### src/rtl/uart_tx_scheduler.sv
// uart_tx_scheduler
// Round-robin scheduler sharing one UART transmit line between NUM_REQ requesters.
// A granted word is latched and serialised as one start bit, DATA_WIDTH data bits
// (LSB first), and STOP_BITS stop bits. Each bit is BAUD_COUNT clk cycles long, and
// bit boundaries come from an internal baud counter.
//
// Ports:
//   clk           clock
//   reset         synchronous, active-high reset
//   tx_enable_i   gates new grants; a frame already in flight always completes
//   req_valid_i   per-requester word available
//   req_data_i    requester i word at [i*DATA_WIDTH +: DATA_WIDTH]
//   req_ready_o   one-hot accept, combinational, only in the grant cycle
//   txd_o         serial output, idle high
//   busy_o        high for every cycle of a frame
//   grant_id_o    index of the requester owning the current frame
//   frame_done_o  single-cycle pulse in the last cycle of the final stop bit
module uart_tx_scheduler #(
    parameter int unsigned NUM_REQ            = 4,
    parameter int unsigned DATA_WIDTH         = 9,
    parameter int unsigned BAUD_COUNT         = 5,
    parameter int unsigned BAUD_COUNTER_WIDTH = 9,
    parameter int unsigned STOP_BITS          = 1
) (
    input  logic                          clk,
    input  logic                          reset,
    input  logic                          tx_enable_i,
    input  logic [NUM_REQ-1:0]            req_valid_i,
    input  logic [NUM_REQ*DATA_WIDTH-1:0] req_data_i,
    output logic [NUM_REQ-1:0]            req_ready_o,
    output logic                          txd_o,
    output logic                          busy_o,
    output logic [2:0]                    grant_id_o,
    output logic                          frame_done_o
);

    localparam int unsigned BitCntW = $clog2(DATA_WIDTH + 1);

    typedef enum logic [1:0] {StIdle, StStart, StData, StStop} state_e;

    state_e                        state_q;
    logic [DATA_WIDTH-1:0]         shift_q;
    logic [DATA_WIDTH-1:0]         shift_nxt;
    logic [BitCntW-1:0]            bit_cnt_q;
    logic [0:0]                    stop_cnt_q;
    logic                          txd_q;
    logic                          busy_q;
    logic [2:0]                    grant_id_q;
    logic                          frame_done_q;
    logic [2:0]                    ptr_q;
    logic [2:0]                    ptr_next;

    logic                          found;
    logic [2:0]                    winner;
    logic [DATA_WIDTH-1:0]         win_data;
    logic                          grant;

    logic [BAUD_COUNTER_WIDTH-1:0] baud_cnt_q;
    logic                          reset_counters;
    logic                          baud_tick;
    logic                          stop_last;

    // Round-robin search: first pass takes the lowest valid index at or above the
    // pointer; if none, the second pass takes the lowest valid index overall, which
    // is exactly the wrap-around part of the ascending search.
    always_comb begin
        found    = 1'b0;
        winner   = '0;
        win_data = '0;
        for (int i = 0; i < NUM_REQ; i++) begin
            if (!found && req_valid_i[i] && (ptr_q <= 3'(i))) begin
                found    = 1'b1;
                winner   = 3'(i);
                win_data = req_data_i[i*DATA_WIDTH +: DATA_WIDTH];
            end
        end
        for (int i = 0; i < NUM_REQ; i++) begin
            if (!found && req_valid_i[i]) begin
                found    = 1'b1;
                winner   = 3'(i);
                win_data = req_data_i[i*DATA_WIDTH +: DATA_WIDTH];
            end
        end
    end

    assign grant          = (state_q == StIdle) && tx_enable_i && found && !reset;
    assign ptr_next       = (winner == 3'(NUM_REQ - 1)) ? 3'd0 : winner + 3'd1;
    assign req_ready_o    = grant ? (NUM_REQ'(1) << winner) : '0;
    assign shift_nxt      = shift_q >> 1;

    // Baud counter: cleared on the grant cycle so the start bit is always a full
    // BAUD_COUNT cycles; baud_tick marks the last cycle of each bit period.
    assign reset_counters = grant;
    assign baud_tick      = (baud_cnt_q == BAUD_COUNTER_WIDTH'(BAUD_COUNT - 1));
    assign stop_last      = (stop_cnt_q == 1'(STOP_BITS - 1));

    always_ff @(posedge clk) begin
        if (reset) begin
            baud_cnt_q <= '0;
        end else if (reset_counters || baud_tick) begin
            baud_cnt_q <= '0;
        end else begin
            baud_cnt_q <= baud_cnt_q + BAUD_COUNTER_WIDTH'(1);
        end
    end

    always_ff @(posedge clk) begin
        if (reset) begin
            state_q      <= StIdle;
            shift_q      <= '0;
            bit_cnt_q    <= '0;
            stop_cnt_q   <= '0;
            txd_q        <= 1'b1;
            busy_q       <= 1'b0;
            grant_id_q   <= '0;
            frame_done_q <= 1'b0;
            ptr_q        <= '0;
        end else begin
            frame_done_q <= 1'b0;
            unique case (state_q)
                StIdle: begin
                    if (grant) begin
                        state_q    <= StStart;
                        shift_q    <= win_data;
                        grant_id_q <= winner;
                        ptr_q      <= ptr_next;
                        bit_cnt_q  <= '0;
                        stop_cnt_q <= '0;
                        txd_q      <= 1'b0;
                        busy_q     <= 1'b1;
                    end
                end
                StStart: begin
                    if (baud_tick) begin
                        state_q <= StData;
                        txd_q   <= shift_q[0];
                    end
                end
                StData: begin
                    if (baud_tick) begin
                        shift_q <= shift_nxt;
                        if (bit_cnt_q == BitCntW'(DATA_WIDTH - 1)) begin
                            state_q <= StStop;
                            txd_q   <= 1'b1;
                        end else begin
                            bit_cnt_q <= bit_cnt_q + BitCntW'(1);
                            txd_q     <= shift_nxt[0];
                        end
                    end
                end
                StStop: begin
                    // Registered pulse: raise one cycle ahead so it lands on the
                    // final cycle of the last stop bit.
                    if (stop_last && (baud_cnt_q == BAUD_COUNTER_WIDTH'(BAUD_COUNT - 2))) begin
                        frame_done_q <= 1'b1;
                    end
                    if (baud_tick) begin
                        if (stop_last) begin
                            state_q <= StIdle;
                            busy_q  <= 1'b0;
                        end else begin
                            stop_cnt_q <= stop_cnt_q + 1'b1;
                        end
                    end
                end
                default: state_q <= StIdle;
            endcase
        end
    end

    assign txd_o        = txd_q;
    assign busy_o       = busy_q;
    assign grant_id_o   = grant_id_q;
    assign frame_done_o = frame_done_q;

endmodule

### config.mk
export PLATFORM = sky130hd
export DESIGN_NAME = uart_tx_scheduler
export DESIGN_NICKNAME = d
export VERILOG_FILES = /design/src/rtl/uart_tx_scheduler.sv
export SDC_FILE = /design/constraint.sdc
export NUM_CORES = 1
export LEC_CHECK = 0
export CORE_UTILIZATION = 35
export CTS_BUF_LIST = sky130_fd_sc_hd__clkbuf_4
export CTS_CLUSTER_SIZE = 8
export DETAILED_ROUTE_END_ITERATION = 8
export GPL_ROUTABILITY_DRIVEN = 0
export PLACE_DENSITY = 0.6
export SLEW_MARGIN = 10
export SYNTH_ARGS = -nofsm -noshare
export SYNTH_HDL_FRONTEND = slang
export SYNTH_SLANG_ARGS = --single-unit
### constraint.sdc
create_clock -name clk -period 6 [get_ports clk]
set_input_delay 0.9 -clock clk [delete_from_list [all_inputs] [get_ports clk]]
set_output_delay 0.9 -clock clk [all_outputs]
set_load 0.02 [all_outputs]
==> results of run 1 <==
[state kept, by name, indices dropped and copies added (netlist names), 2 cells and up]
signal and flops:
shift_q 9, baud_cnt_q 9, bit_cnt_q 4, ptr_q 2, grant_id_o 2, state_q 2
[cell type report]
cell class | instances | area (um2)
timing repair buffer | 52 | 518
clock buffer | 5 | 37.5
fill | 613 | 3180
inverter | 18 | 67.6
multi-input combinational | 221 | 1430
clock inverter | 3 | 43.8
tap | 75 | 93.8
sequential | 31 | 621
[power by group through the flow]
stage | Sequential, uW | Clock [uW] | Combinational (uW)
after floorplan | 273 | 0 | 267
after global placement | 278 | 0 | 354
after detailed placement | 278 | 0 | 352
after CTS | 274 | 170 | 356
after global routing | 281 | 177 | 400
final | 274 | 166 | 355
[critical path: stages]
cell	delay, ns
clkdlybuf4s50_1	0.62
nand2b_1	0.28
a21oi_1	0.35
nor2b_1	0.21
nor3_1	0.52
inv_1	0.14
ha_1	0.24
and2_1	0.13
clkdlybuf4s50_1	0.52
[cells in the final DEF (no fill, tap or decap), types with 2 or more instances in the layout]
cell	instances
and2_1	5
nor2_4	2
a21oi_1	23
mux2i_1	2
nor2_1	38
a31oi_1	2
nand2b_1	5
nor3_1	5
nand2_1	22
nand4_1	3
o22ai_1	6
ha_1	12
nand3_1	15
o221ai_1	2
a221oi_1	9
dfxtp_1	31
a221o_1	2
nor2b_1	2
nor3_2	3
o2111a_1	3
clkdlybuf4s50_1	51
inv_1	18
and3b_1	3
a211oi_1	7
xnor2_1	3
o21a_1	4
a22oi_1	4
mux2_2	3
clkbuf_4	5
o21ai_0	11
xor2_1	6
nor4_1	3
[cells by family after synthesis]
logic type / after synthesis / synth area share, %
compound gates: 81 / 25.3
other cells: 1 / 0.171
simple gates: 113 / 26.6
fa+ha+maj: 12 / 6.85
mux: 5 / 2.45
flops: 31 / 28.3
buf+inv: 35 / 6.68
xor+xnor: 9 / 3.60
[stage by stage]
step           worst slack [ns]  std cells  total power [uW]  cell area, um2  hold WS (ns)
2_1_floorplan              2.51        287               540            2190         0.453
3_3_place_gp               1.35        397               632            2730         0.468
3_5_place_dp               1.21        397               631            2730         0.473
4_1_cts                    1.20        405               800            2810         0.488
5_1_grt                   0.936        405               859            2810         0.508
6_report                   1.19        405               795            2810         0.480
[worst paths after layout]
| check | from | end | depth (start not counted) | slack (ns) |
|---|---|---|---|---|
| min reg2reg | shift_q[3] | shift_q[3] | 2 | 0.48 |
| min | shift_q[3] | shift_q[3] | 2 | 0.48 |
| max | req_valid_i[0] | req_ready_o[3] | 9 | 1.19 |
| max reg2reg | state_q[1] | bit_cnt_q[1] | 8 | 3.40 |
[routing by layer]
metal | vias up | routed length (um) | GRT usage [%]
met5 | - | 0 | 0
met4 | 0 | 110 | 6.96
met3 | 14 | 285 | 3.37
met2 | 59 | 2580 | 30.4
met1 | 975 | 2820 | 24.8
li1 | 1115 | - | -
==> flow_metrics.tcl, run 1 <==
set metrics [dict create \
    ys_top_cells_by_area "dfxtp_1, ha_1, nor2_1, a21oi_1, nand2_1" \
    startpoint_type "input port" \
    hold_viol 0 \
    path_clk_slew_ns 0.09 \
    power_frac_seq_pct 34.5 \
    ctsHoldBuffers 0 \
    wirelength_um 5800 \
    p_switching_uw 310 \
    setup_tns_ns 0 \
    worst-path-max-fanout 10 \
    synth_area_um2 2190 \
    drc_errors 0 \
    drt_iter0_drc 159 \
    synth-edff-count 0 \
    io_buffer_count 51 \
    static-leakage-power_uw 0.00105 \
    synthTopCellsByCount "nor2_1, dfxtp_1, a21oi_1, nand2_1, inv_1" \
    clk_latency_ns 0.34 \
    drive_gt1_share_pct 6.36 \
    grt_pass1_vias 2035 \
    max_slew_margin_pct 24.2 \
    fin_crit_sh_pct 80.1 \
    cts_made_buffers 5 \
    ys_seq_area_share_pct 28.3 \
    power_per_cell_area_nw_per_um2 283 \
    slew_viol_final 0 \
    tightestPinTransition_ns 1.13 \
    root_buffer "clkbuf_4" \
    ys.flop_type "dfxtp_1" \
    post_cts_buffers 0 \
    skew_ns 0.0130 \
    hold_path.class "reg -> reg" \
    yosys_register_bits 31 \
    final_core_util_pct 46.8 \
    synth_cells 287 \
    status "completed" \
    crit_type "in -> out" \
    synth.most_common_cell "nor2_1" \
    synthDistinctLibCells 50 \
    syn_area_per_cell_um2 7.64 \
    required_ns 5.10 \
    fp.dieH_um 81.1 \
    grtUsageTotal_pct 18.8 \
    cap_violations 0 \
    grt_max_degree 24 \
    endpoint_kind "output port" \
    die_x_um 81.1 \
    syn-num-nets 342 \
    cts_tree "done" \
    combPwrFrac_pct 44.6 \
    htreeDepth 2 \
    core_um2 5990 \
    num_vias 2163 \
    ant_nets 0 \
    clockBufferDepth 2 \
    synth.top_cell.area_share_pct 28.3 \
    clkPwrFrac_pct 20.9 \
    routed_via_density 5.34 \
    yosys.area.top_type "dfxtp_1" \
    async_flop_share_pct 0 \
    fmax_mhz 208 \
    vdd_ir_drop_max_mv 0.183 \
    cts-resized-gates 0 \
    nNetsFinal 384 \
    p_sw_share_pct 39.0 \
    cp_data_arrival_time_ns 3.91 \
    post-dp-hpwl_um 4400 \
    finalCriticalPeriod_ns 4.81 \
    rsz0062_at_grt "no" \
    grt_pass1_wl_um 9510 \
    rows 28 \
    intPower_uw 485 \
    num_io_pins 53 \
    diodes 0 \
    grt-ovfl-total 0 \
    die-area_um2 6580 \
    setup_viol 0 \
    cts_sinks 31 \
    antenna_found_initial 0 \
    yosysWarnings 0 \
    initial_core_util_pct 36.6 \
    drt_pass1_iterations 4 \
    area_delta_synth_final_pct 28.0 \
    wl_per_cell_um 14.3 \
]
Power figures use the tool's default switching activity.
==> run 2, diff against run 1 <==
PLACE_DENSITY = 0.62   (was 0.6)
clock period = 4.12 ns   (was 6 ns; I/O delays follow)
==> flow_metrics.tcl, run 2 (synthesis gave the netlist of run 1 again) <==
set metrics [dict create \
    status "completed" \
    timing.rr.end "bit_cnt_q[1]" \
    ctsHoldBuffers 0 \
    skew_ns 0.00343 \
    grt_pass1_wl_um 9690 \
    r2r_setup_slack_ns 1.52 \
    grt-ovfl-total 0 \
    endpoint_kind "output port" \
    p_switching_uw 444 \
    nNetsFinal 389 \
    required_ns 3.50 \
    clockBufferDepth 2 \
    antenna_found_initial 0 \
    slowest_stage "clkdlybuf4s50_1" \
    root_buffer "clkbuf_4" \
    crit_type "in -> out" \
    tightestPinTransition_ns 1.00 \
    power_per_cell_area_nw_per_um2 406 \
    grtUsageTotal_pct 19.2 \
    routed_via_density 5.50 \
    path_clk_slew_ns 0.10 \
    power_frac_seq_pct 34.5 \
    io_buffer_count 51 \
    startpoint "req_valid_i[2]" \
    finalCriticalPeriod_ns 3.92 \
    intPower_uw 711 \
    ant_nets 0 \
    worst-path-max-fanout 8 \
    num_vias 2255 \
    fin_crit_sh_pct 95.0 \
    grt_pass1_vias 2076 \
    clk_latency_ns 0.33 \
    max_slew_margin_pct 32.8 \
    cts_made_buffers 5 \
    stdcell_area_um2 2840 \
    drc_errors 0 \
    rows 28 \
    rr_worst_depth 8 \
    static-leakage-power_uw 0.00107 \
    mostFrequentLayoutCells "clkdlybuf4s50_1, nor2_1, dfxtp_1, a21oi_1, nand2_1" \
    cts_tree "done" \
    hold_path.class "reg -> reg" \
    wirelength_um 5850 \
    fmax_mhz 255 \
    initial_core_util_pct 36.6 \
    combPwrFrac_pct 45.3 \
    max_stage_delay_ns 0.61 \
    drive_gt1_share_pct 7.76 \
    clkPwrFrac_pct 20.3 \
    top_regs "baud_cnt_q: 9 flops, shift_q: 9 flops, bit_cnt_q: 4 flops" \
    cp_data_arrival_time_ns 3.30 \
    p_sw_share_pct 38.5 \
    cp-endpoint "req_ready_o[3]" \
    rsz0062_at_grt "no" \
    core_um2 5990 \
    die_x_um 81.1 \
    crit_top_cell "clkdlybuf4s50_1" \
    wl_per_cell_um 14.3 \
    dpl_cell_area_um2 2760 \
    drt_pass1_iterations 4 \
    final_common_cell "clkdlybuf4s50_1" \
    cts_sinks 31 \
    cp_cell_sequence "clkdlybuf4s50_1, a21boi_0, nor2b_1, nor3_2, inv_1, ha_1, and2_1, clkdlybuf4s50_1" \
    rr_startpoint "state_q[0]" \
    cap_violations 0 \
    htreeDepth 2 \
    hold_viol 0 \
    diodes 0 \
    post-dp-hpwl_um 4380 \
    vdd_ir_drop_max_mv 0.275 \
    num_io_pins 53 \
    die-area_um2 6580 \
    hold_ws_ns 0.485 \
    setup_viol 0 \
    grt_max_degree 23 \
    drt_iter0_drc 119 \
    startpoint_type "input port" \
    setup_tns_ns 0 \
    slew_viol_final 0 \
    area_delta_synth_final_pct 29.7 \
    fp.dieH_um 81.1 \
]
## run 2: power by group through the flow
stage | clock network [uW] | registers [uW] | logic [uW]
2_1_floorplan | 0 | 398 | 388
3_3_place_gp | 0 | 404 | 520
3_5_place_dp | 0 | 405 | 523
4_1_cts | 240 | 398 | 526
5_1_grt | 252 | 408 | 590
6_report | 234 | 398 | 523
## run 2: timing repair
| item | CTS | global route |
|---|---|---|
| resized for setup | 0 | 1 |
| endpoints found under the setup margin | 0 | 4 |
| buffers inserted | 0 | 0 |
## run 2: worst min-delay path by stage
stage | from | slack (ns) | end | depth (start not counted)
final | shift_q[6] | 0.48 | shift_q[6] | 2
after global placement | shift_q[6] | 0.47 | shift_q[6] | 2
after CTS | shift_q[6] | 0.49 | shift_q[6] | 2
after detailed placement | shift_q[6] | 0.47 | shift_q[6] | 2
after global routing | shift_q[6] | 0.53 | shift_q[6] | 2
after floorplan | baud_cnt_q[0] | 0.45 | baud_cnt_q[0] | 1
## run 2: critical path, delay by kind of cell
family,cells,cell delay (ns)
buf+inv,3,1.33
fa+ha+maj,1,0.16
simple gates,3,0.86
compound gates,1,0.34
## run 2: cell type report
type / instances / area (um2)
fillers: 603 / 3150
multi-input cells: 221 / 1430
flip-flops and latches: 31 / 621
repair buffers: 57 / 556
well taps: 75 / 93.8
inverters: 18 / 67.6
clock inverters: 3 / 38.8
clock buffers: 5 / 37.5
## run 2: layer usage
layer  vias up  part of all wire (%)  track usage, %
li1       1127                     -               -
met1      1015                    46            26.1
met2        94                    44            28.7
met3        19                   7.3            4.49
met4         0                   2.7            8.75
met5         -                     0               0
## run 2: through the flow
stage               worst slack (ns)  util (%)  std cells  power, uW
floorplan                       1.20         -        287        786
global placement               0.261      46.1        402        924
detailed placement             0.137      46.1        402        928
CTS                            0.129      47.4        410       1160
global route                  0.0559      47.5        410       1250
finish                         0.205      47.5        410       1150
